File: src/rtl/stack_burst_seq.sv
// stack_burst_seq: turns one multi-register PUSH/POP instruction into a train
// of single-word stack strobes, with register-file read/write-back, a shadow
// depth count for overflow/underflow rejection, and a pipeline stall.
module stack_burst_seq #(
    parameter int DEPTH = 1024,
    parameter int DW    = 32
) (
    input  logic          clk,
    input  logic          rst,
    input  logic          req_push,
    input  logic          req_pop,
    input  logic [3:0]    req_first,
    input  logic [3:0]    req_cnt,
    output logic          busy,
    output logic          done,
    output logic [3:0]    rf_raddr,
    input  logic [DW-1:0] rf_rdata,
    output logic          push,
    output logic          pop,
    output logic [DW-1:0] wdata,
    input  logic [DW-1:0] stk_rdata,
    output logic          rf_we,
    output logic [3:0]    rf_waddr,
    output logic [DW-1:0] rf_wdata,
    output logic [10:0]   depth,
    output logic          ovf_err,
    output logic          unf_err
);

    typedef enum logic [1:0] {IDLE, PUSH, POP, DRAIN} state_t;

    state_t      state;
    state_t      state_next;
    logic [3:0]  idx;
    logic [4:0]  rem;
    logic [4:0]  req_len;
    logic [11:0] push_sum;
    logic        push_ok;
    logic        pop_ok;

    // Acceptance checks: the 12-bit sum keeps depth+n from wrapping.
    always_comb begin
        req_len  = {1'b0, req_cnt} + 5'd1;
        push_sum = {1'b0, depth} + {7'd0, req_len};
        push_ok  = (push_sum <= 12'(DEPTH));
        pop_ok   = (depth >= {6'd0, req_len});
    end

    // State register.
    always_ff @(posedge clk) begin
        if (rst) begin
            state <= IDLE;
        end else begin
            state <= state_next;
        end
    end

    // Next-state: requests only matter in IDLE, push has priority over pop.
    always_comb begin
        state_next = state;
        case (state)
            IDLE: begin
                if (req_push) begin
                    if (push_ok) begin
                        state_next = PUSH;
                    end
                end else if (req_pop && pop_ok) begin
                    state_next = POP;
                end
            end
            PUSH: begin
                if (rem == 5'd1) begin
                    state_next = IDLE;
                end
            end
            POP: begin
                if (rem == 5'd1) begin
                    state_next = DRAIN;
                end
            end
            DRAIN:   state_next = IDLE;
            default: state_next = IDLE;
        endcase
    end

    // Outputs decoded from state; DRAIN exists only to cover the last write-back.
    always_comb begin
        busy     = 1'b0;
        done     = 1'b0;
        push     = 1'b0;
        pop      = 1'b0;
        rf_raddr = 4'd0;
        wdata    = '0;
        case (state)
            PUSH: begin
                busy     = 1'b1;
                push     = 1'b1;
                rf_raddr = idx;
                wdata    = rf_rdata;
                done     = (rem == 5'd1);
            end
            POP: begin
                busy = 1'b1;
                pop  = 1'b1;
            end
            DRAIN: begin
                busy = 1'b1;
                done = 1'b1;
            end
            default: begin
                busy = 1'b0;
            end
        endcase
    end

    // Write-back data is only meaningful while rf_we is high; otherwise hold 0.
    always_comb begin
        rf_wdata = rf_we ? stk_rdata : '0;
    end

    // Burst datapath: index/remaining counters, shadow depth, error pulses and
    // the one-cycle delayed write-back strobe that lines up with stk_rdata.
    always_ff @(posedge clk) begin
        if (rst) begin
            idx      <= 4'd0;
            rem      <= 5'd0;
            depth    <= 11'd0;
            ovf_err  <= 1'b0;
            unf_err  <= 1'b0;
            rf_we    <= 1'b0;
            rf_waddr <= 4'd0;
        end else begin
            ovf_err <= (state == IDLE) && req_push && !push_ok;
            unf_err <= (state == IDLE) && !req_push && req_pop && !pop_ok;
            rf_we   <= (state == POP);
            if (state == POP) begin
                rf_waddr <= idx;
            end
            case (state)
                IDLE: begin
                    if (req_push) begin
                        idx <= req_first;
                        rem <= req_len;
                    end else if (req_pop) begin
                        idx <= req_first + req_cnt;
                        rem <= req_len;
                    end
                end
                PUSH: begin
                    idx   <= idx + 4'd1;
                    rem   <= rem - 5'd1;
                    depth <= depth + 11'd1;
                end
                POP: begin
                    idx   <= idx - 4'd1;
                    rem   <= rem - 5'd1;
                    depth <= depth - 11'd1;
                end
                default: begin
                    rem <= rem;
                end
            endcase
        end
    end

endmodule
File: config.mk
export PLATFORM = sky130hd
export DESIGN_NAME = stack_burst_seq
export DESIGN_NICKNAME = d
export VERILOG_FILES = /design/src/rtl/stack_burst_seq.sv
export SDC_FILE = /design/constraint.sdc
export NUM_CORES = 1
export LEC_CHECK = 0
export CORE_MARGIN = 2
export CORE_UTILIZATION = 43
export CTS_CLUSTER_SIZE = 8
export DETAILED_ROUTE_END_ITERATION = 12
export PLACE_DENSITY = 0.88
export SLEW_MARGIN = 5
export SYNTH_ARGS = -nofsm -noshare
export SYNTH_HDL_FRONTEND = slang
export SYNTH_SLANG_ARGS = --single-unit
File: constraint.sdc
create_clock -name clk -period 6.9 [get_ports clk]
set_input_delay 2.07 -clock clk [delete_from_list [all_inputs] [get_ports clk]]
set_output_delay 2.07 -clock clk [all_outputs]
set_load 0.02 [all_outputs]
==> results.md, run 1 <==
* Total GRT Usage at about a quarter
* Setup Skew at 0.00908 ns
* Worst-Margin Slew at just under 1 ns
* Post-CTS Hold Fix Bufs at 0
* Max VDD drop at between 200 and 250 uV
* DP Wirelength at between 8000 and 9000 um
* Die area at between 7000 and 8000 um2
* Std cell rows at 30
* Vias in the first global route at between 3,000 and 4,000
* Critical Path Fanout Max at 1
* Leak Pwr at 1.98 nW
* Clk_lat worst skew at about 0.29 ns
* Synth Net Count at 508
* Final Hold Viols at 0
* Post-placement cell count at about 640
* RSZ-0062 raised after global routing: false
* Outcome: completed
* CTS tree: yes
* Initial Util at approximately 45%
* Crit end category: output port
* Finished Layout Cells at 646
* Worst min-delay path class: reg2reg
* Leading area contributor after synthesis: dfxtp_1
* Grt ovf at 0
* Max-slew headroom at around a third
* IO Port Bufs at between 150 and 200
* Tmin final at around 5.4 ns
* Layout cells sized above 1 at approximately 4.2%
* Post-DRT Antenna Nets at 0
* PD cells at between 300 and 400 nW/um2
* Main synth FF type: dfxtp_1
* Syn Inst Count at a little under 400
* Hold WS at 0.523 ns
* # IOs at about 170
* Vias per Instance at 5.39
* Routed WL at between 10,000 and 15,000 um
* Clk pin slew, worst setup/hold paths at ~0.07 ns
* First-pass GRT wire length at 16,300 um
* Num Clock Sinks at 29
* Crit path DAT at 3.33 ns
* Vias at around 3,500
* Total power draw at ~1.5 mW
* Max clock buf depth at 2
* CP Class: in2out
* Worst Setup Start Kind: input port
* Sum Neg Setup Slack at 0 ns
* Root Driver: clkbuf_8
* Placer Congestion at about 0.89
* Cts bufs inserted at 5
* Area delta synth->final at 59.8%
* Largest net degree at the start of global routing at 40
* Mean routed wirelength per cell at 17.0 um
* Required @ worst endpoint at between 4 and 5 ns
* # fillers at between 500 and 600
* Yosys warns at 0
* Die W at about 90 um
* Post-synth EDFFs at 0
* Final nets at between 600 and 700
* Period utilization at roughly four fifths
* Core Area at roughly 7000 um2
* First drt pass iteration count at 4
* Synth area leaders: dfxtp_1, ha_1, and2_1
* Post-synth ARST share at 0%
* Avg Cell Area, Syn at about 7.8 um2
* Synthesized area at 3050 um2
* F_max at between 150 and 200 MHz
* Setup bufs post-CTS at 0
* Post-CTS Resized at 0
* Drt drc at 0
* DR iter-0 viols at 163
* H-Tree Depth at 2
* Netlist cell types at between 50 and 60
* Share of the synthesized area in the top cell type at between 10% and 20%
* Final Setup Violations at 0
* Max cap viols at 0
* Antenna violations before repair at 1
* Sequential share of the synthesized area at between 10% and 20%
* Final Slew Violations at 0
* Die height at 88.2 um
* Seq cells post-synth at 29
[logic make-up after synthesis]
group / Yosys count / synth area share [%]
AND/OR/NAND/NOR: 160 / 29.5
buffers and inverters: 45 / 6.11
XOR/XNOR: 12 / 3.45
AO/OA/AOI/OAI: 98 / 21.8
flip-flops: 29 / 19.0
multiplexers: 8 / 2.63
adder cells (fa/ha/maj): 40 / 17.4
[cell type report]
type	instances	area, um2	share of cell area [%]
sequential	29	581	11.9
clock inverter	2	37.5	0.770
multi-input combinational	318	2280	46.8
timing repair buffer	167	1670	34.2
tap	96	120	2.46
antenna	1	2.50	0.0513
inverter	27	101	2.08
clock buffer	6	82.6	1.69
[critical path, stage by stage]
cell and delay [ns]:
clkdlybuf4s50_1 0.46, and2_1 0.13, clkdlybuf4s50_1 0.67
[cells in the final DEF, fill, tap and decap left out, types with 6 or more instances in the layout]
master and n:
nor3_1 10, clkbuf_8 6, ha_1 36, a211oi_1 8, a21oi_1 22, nor2_1 29, nand3_1 15, clkdlybuf4s50_1 165
xnor2_1 6, nand2_1 12, inv_1 27, o21ai_0 19, mux2i_1 8, a21o_1 6, xor2_1 6, dfxtp_1 29
and2_1 69
[synthesized netlist by cell type, drive strengths merged (2+ instances only)]
| cell | n |
|---|---|
| and2 | 69 |
| o31ai | 4 |
| nor3 | 10 |
| o211ai | 4 |
| a21o | 7 |
| a211o | 6 |
| and2b | 2 |
| a22oi | 2 |
| nor4b | 2 |
| nand3 | 15 |
| o21a | 2 |
| xor2 | 6 |
| fa | 4 |
| xnor2 | 6 |
| o21bai | 3 |
| o21ai | 19 |
| a21oi | 22 |
| a31o | 4 |
| nand2 | 12 |
| dfxtp | 29 |
| mux2i | 8 |
| nand3b | 4 |
| nor2b | 3 |
| a31oi | 3 |
| a211oi | 8 |
| inv | 27 |
| clkbuf | 17 |
| nand2b | 2 |
| nor2 | 29 |
| o311ai | 2 |
| ha | 36 |
| and4 | 2 |
| a221oi | 2 |
[path summary, 6_finish.rpt]
kind           startpoint     endpoint  slack [ns]  cells past startpoint
max          rf_rdata[30]    wdata[30]        1.50                      3
max reg2reg      state[0]    depth[10]        3.63                     11
min reg2reg   rf_waddr[2]  rf_waddr[2]        0.52                      2
min           rf_waddr[2]  rf_waddr[2]        0.52                      2
[per-stage QoR]
step,setup slack [ns],area [um2],util [%]
after floorplan,2.54,3050,-
after global placement,1.52,4750,69.5
after detailed placement,1.51,4750,69.5
after CTS,1.49,4870,71.3
after global routing,1.49,4870,71.3
final,1.50,4870,71.3
[registers in the layout (all words and copies together), names as in the netlist]
name      cells
depth        11
rem           5
idx           4
rf_we         1
state         2
unf_err       1
rf_waddr      4
ovf_err       1
[metal layers]
metal | vias up | GRT usage (%) | wire (um)
li1 | 1693 | - | -
met1 | 1633 | 31.1 | 4380
met2 | 140 | 49.4 | 5660
met3 | 19 | 4.66 | 715
met4 | 0 | 8.68 | 219
met5 | - | 0 | 0
[where the power goes]
group / switching [mW] / internal, mW
clock: 0.0737 / 0.117
combinational: 0.577 / 0.470
sequential: 0.0781 / 0.220
(Power assumes the default switching activity.)
==> run 2, diff against run 1 <==
CORE_UTILIZATION = 40   (was 43)
PLACE_DENSITY = 0.82   (was 0.88)
clock period = 5 ns   (was 6.9 ns; I/O delays follow)
==> results.md, run 2 (synthesis gave the netlist of run 1 again) <==
* Worst R2R End: depth[10]
* Post-CTS Hold Fix Bufs at 0 (unchanged)
* Reg area at 581 um2 (unchanged)
* Worst Reg-to-Reg Cells at 10 (-1)
* Largest Register: depth
* Root Driver: clkbuf_8
* Post-CTS Resized at 0 (unchanged)
* Hold EP: rf_waddr[1]
* Footprint of the multi-input gates at 2280 um2 (unchanged)
* Setup bufs post-CTS at 0 (unchanged)
* Die W at 91.3 um (+3.5%)
* Most frequent cells in the layout: clkdlybuf4s50_1, and2_1, ha_1, nor2_1, dfxtp_1
* Crit path DAT at 4.46 ns (+1.13 ns)
* Worst Setup Start Kind: input port
* Post-placement cell count at 640 (+0.47%)
* Hold Crit Depth at 2 (unchanged)
* Final Setup Violations at 0 (unchanged)
* Die area at 8340 um2 (+7.2%)
* Largest net degree at the start of global routing at 40 (unchanged)
* Vias per Instance at 5.25 (-2.6%)
* Required @ worst endpoint at 5.22 ns (+0.39 ns)
* DR iter-0 viols at 143 (-12%)
* Period utilization at 84.9%
* Max clock buf depth at 2 (unchanged)
* Routed WL at 10,500 um (-4.4%)
* Outcome: completed
* Setup Skew at 0.00526 ns (-0.00382 ns)
* F_max at ~240 MHz
* Max cap viols at 0 (unchanged)
* Clk_lat worst skew at 0.28 ns (about the same)
* Grt ovf at 0 (unchanged)
* Worst R2R Setup Slack at 1.78 ns (-1.85 ns)
* H-Tree Depth at 2 (unchanged)
* First drt pass iteration count at 4 (unchanged)
* Area delta synth->final at 59.3%
* Crit end category: flop
* Num Clock Sinks at 29 (unchanged)
* Cts bufs inserted at 5 (unchanged)
* Vias at 3,399 (-2.5%)
* Final Hold Viols at 0 (unchanged)
* Mean routed wirelength per cell at 16.2 um (-4.6%)
* # fillers at 618 (+8.4%)
* RSZ-0062 raised after global routing: false
* Leak Pwr at 1.98 nW (-0.17%)
* Final Slew Violations at 0 (unchanged)
* Tmin final at between 4 and 5 ns
* Worst min-delay path class: reg2reg
* Post-DRT Antenna Nets at 0 (unchanged)
* Clk pin slew, worst setup/hold paths at 0.06 ns (about the same)
* IO Port Bufs at 165 (unchanged)
* PD cells at 427 nW/um2 (+35%)
* # IOs at 166 (unchanged)
* CP Class: in2reg
* Std cell rows at 31 (+3.3%)
* Core Area at 7330 um2 (+7.3%)
* First-pass GRT wire length at 16,400 um (+0.77%)
* Total GRT Usage at 24.6% (-2.1 points)
* Worst-Margin Slew at 0.905 ns (-0.0662 ns)
* Top Registers: depth: 11 flops, rem: 5 flops
* Die height at 91.3 um (+3.5%)
* Vias in the first global route at 3,175 (-4.5%)
* CTS tree: yes
* Placer Congestion at 0.860 (-3.2%)
* Critical hold path startpoint: rf_waddr[1]
* Antenna violations before repair at 0 (-1)
* R2R Path Start: state[0]
* Initial Util at 41.6% (-3.0 points)
* DP Wirelength at 8360 um (-2.5%)
* Commonest non-fill, non-tap cell in the layout: clkdlybuf4s50_1
* Drt drc at 0 (unchanged)
* Final nets at 664 (unchanged)
* Finished Layout Cells at 647 (+0.15%)
* Antenna diodes at 0 (-1)
* Max VDD drop at 237 uV (+12%)
* Max FFs per register at 11 (unchanged)
* Max-slew headroom at 39.7% (+4.4 points)
* Critical Path Fanout Max at 4 (+3)
* Sum Neg Setup Slack at 0 ns (unchanged)
* Layout cells sized above 1 at 4.01% (-0.17 points)
==> run 2: cell count changes in the layout (fill, tap and decap cells not counted) <==
cell,change
clkinv_2,+1
clkbuf_8,-1
diode_2,-1
clkinvlp_4,-1
==> run 2: final cells by class <==
cell class | count | area share (%)
sequential | 29 | 11.9
clock buffer | 5 | 1.42
timing repair buffer | 167 | 34.3
multi-input combinational | 318 | 47.0
clock inverter | 2 | 0.721
inverter | 27 | 2.09
tap | 99 | 2.55
==> run 2: worst max path at each step <==
stage,startpoint,endpoint,cells after the start
6_report,req_cnt[0],state[0],10
5_1_grt,req_cnt[0],state[0],10
4_1_cts,rf_rdata[30],wdata[30],3
3_5_place_dp,req_cnt[0],state[0],10
3_3_place_gp,req_cnt[0],state[0],10
2_1_floorplan,req_cnt[0],state[0],9
==> run 2: metal layers <==
layer / share of wire [%] / wire, um / track usage [%]
met4: 1.8 / 189 / 6.57
met5: 0 / 0 / 0
met3: 6.0 / 626 / 4.07
met2: 50 / 5240 / 43.2
met1: 42 / 4430 / 31.0
==> run 2: where the power goes <==
part           switching, mW  leakage, nW  internal (mW)  total, mW
combinational          0.773         1.69          0.648       1.42
sequential             0.108        0.237          0.304      0.412
clock                 0.0949       0.0540          0.145      0.240
==> run 2: metrics by stage <==
step           cell area (um2)  utilization (%)  power [mW]  setup slack [ns]  hold WS, ns
2_1_floorplan             3050                -        1.33              1.25        0.484
3_3_place_gp              4750             64.9        1.80             0.575        0.475
3_5_place_dp              4750             64.9        1.83             0.502        0.481
4_1_cts                   4860             66.3        2.08             0.761        0.499
5_1_grt                   4860             66.3        2.24             0.569        0.524
6_report                  4860             66.3        2.07             0.754        0.492
==> run 2: critical path, stage by stage <==
cell,delay [ns]
clkdlybuf4s50_1,0.49
ha_1,0.34
inv_1,0.09
fa_1,0.43
nand3b_1,0.21
a221oi_1,0.49
xor2_1,0.16
a211o_2,0.33
or3_1,0.31
a21oi_1,0.12
==> RTL change: new RTL, flow settings as in run 2 <==
Register the output `rf_wdata`, without a reset; this adds one clock of latency there. The other outputs are not delayed to match.
--- a/src/rtl/stack_burst_seq.sv
+++ b/src/rtl/stack_burst_seq.sv
@@ -29,4 +29,6 @@
 
     typedef enum logic [1:0] {IDLE, PUSH, POP, DRAIN} state_t;
+
+    logic [DW-1:0] rf_wdata_d;
 
     state_t      state;
@@ -116,5 +118,5 @@
     // Write-back data is only meaningful while rf_we is high; otherwise hold 0.
     always_comb begin
-        rf_wdata = rf_we ? stk_rdata : '0;
+        rf_wdata_d = rf_we ? stk_rdata : '0;
     end
 
@@ -164,3 +166,7 @@
     end
 
+    always_ff @(posedge clk) begin
+        rf_wdata <= rf_wdata_d;
+    end
+
 endmodule
Check against the original RTL: not equivalent (Yosys sat finds a counterexample within 10 cycles, from zero or initial values and one cycle with rst high).
==> RTL change against run 2 <==
  * Area after synthesis is 18% higher
  * Final area grew 14%
  * Final cell count is 5.7% higher
  * Total power up 4.1%
  * Worst setup slack gained 0.030 ns
  * Routed wire length up 0.36%
  * Sequential cell count up 32
  * Non-clock buffer count rose by 2
  * Critical path type is now input pin to output pin
  * Critical endpoint is now wdata[14]
==> RTL change: results (changes against run 2) <==
| Metric | Value |
|---|---|
| Worst Skew | 0.00907 ns (was 0.00526 ns) |
| Initial DRC count | 126 (was 143) |
| H-tree depth | 3 (was 2) |
| Clk_lat worst skew | 0.35 ns (was 0.28 ns) |
| Reg2Reg Depth | 9 (was 10) |
| Mapped Nets | 525 (was 508) |
| Sequential area share after synthesis | 33.9% (was 19.0%) |
| TritonCTS buffer count | 9 (was 5) |
| Fin cells | 684 (was 647) |
| Crit. Startpoint | rf_rdata[14] (was req_cnt[0]) |
| DP Wirelength | 7.96 mm (was 8.36 mm) |
| Adder-cell share of the synthesized area | 14.7% (was 17.4%) |
| Largest registers | rf_wdata (32), depth (11), rem (5) (was depth (11), rem (5)) |
| GRT met1 Usage | 24.5% (was 31.0%) |
| Placed insts | 668 (was 640) |
| Post-synthesis compound-gate area fraction | 15.1% (was 21.8%) |
| Detailed Route WL | 10.5 mm (about the same) |
| Synth area leaders | dfxtp_1 (34%), ha_1 (13%), and2_1 (12%), nor2_1 (3.4%), a211oi_1 (2.9%) (was dfxtp_1 (19%), ha_1 (15%), and2_1 (14%), a21oi_1 (3.6%), nor2_1 (3.6%)) |
| Status | completed (unchanged) |
| Met3 WL | 693 um (was 626 um) |
| DRT met1 WL | 4.31 mm (was 4.43 mm) |
| Post-Place Worst Slack | 0.469 ns (was 0.502 ns) |
| GRT Total Usage | 20.9% (was 24.6%) |
| Post-synthesis mux area share | 3.27% (was 2.63%) |
| First-pass GRT wire length | 16.6 mm (was 16.4 mm) |
[RTL change: cell types whose count changed after synthesis, moves of 5 or more]
cell / run 2 / this run
a211oi_1: 8 / 14
nor4_1: 1 / 6
a21oi_1: 22 / 17
nand3_1: 15 / 8
dfxtp_1: 29 / 61
[RTL change: area by class of cell]
class                           instances  area (um^2)
Clock buffer                            9          124
Clock inverter                          7         51.3
Fill cell                             739         3200
Inverter                               24         90.1
Multi-Input combinational cell        306         2220
Sequential cell                        61         1220
Tap cell                              108          135
Timing Repair Buffer                  169         1680
[RTL change: logic make-up (layout without fill, tap and decap cells)]
logic type,Yosys count,count (layout)
simple gates,164,164
compound gates,78,78
flops,61,61
buf+inv,42,209
fa+ha+maj,40,40
xor+xnor,13,13
mux,11,11
[RTL change: power breakdown]
group,switching (uW),internal (uW),total (uW)
clock network,216,181,397
registers,90.4,572,662
logic,585,515,1100
[RTL change: worst max-delay path, stage by stage]
cell             delay (ns)
clkdlybuf4s50_1        0.47
and2_1                 0.13
clkdlybuf4s50_1        0.61
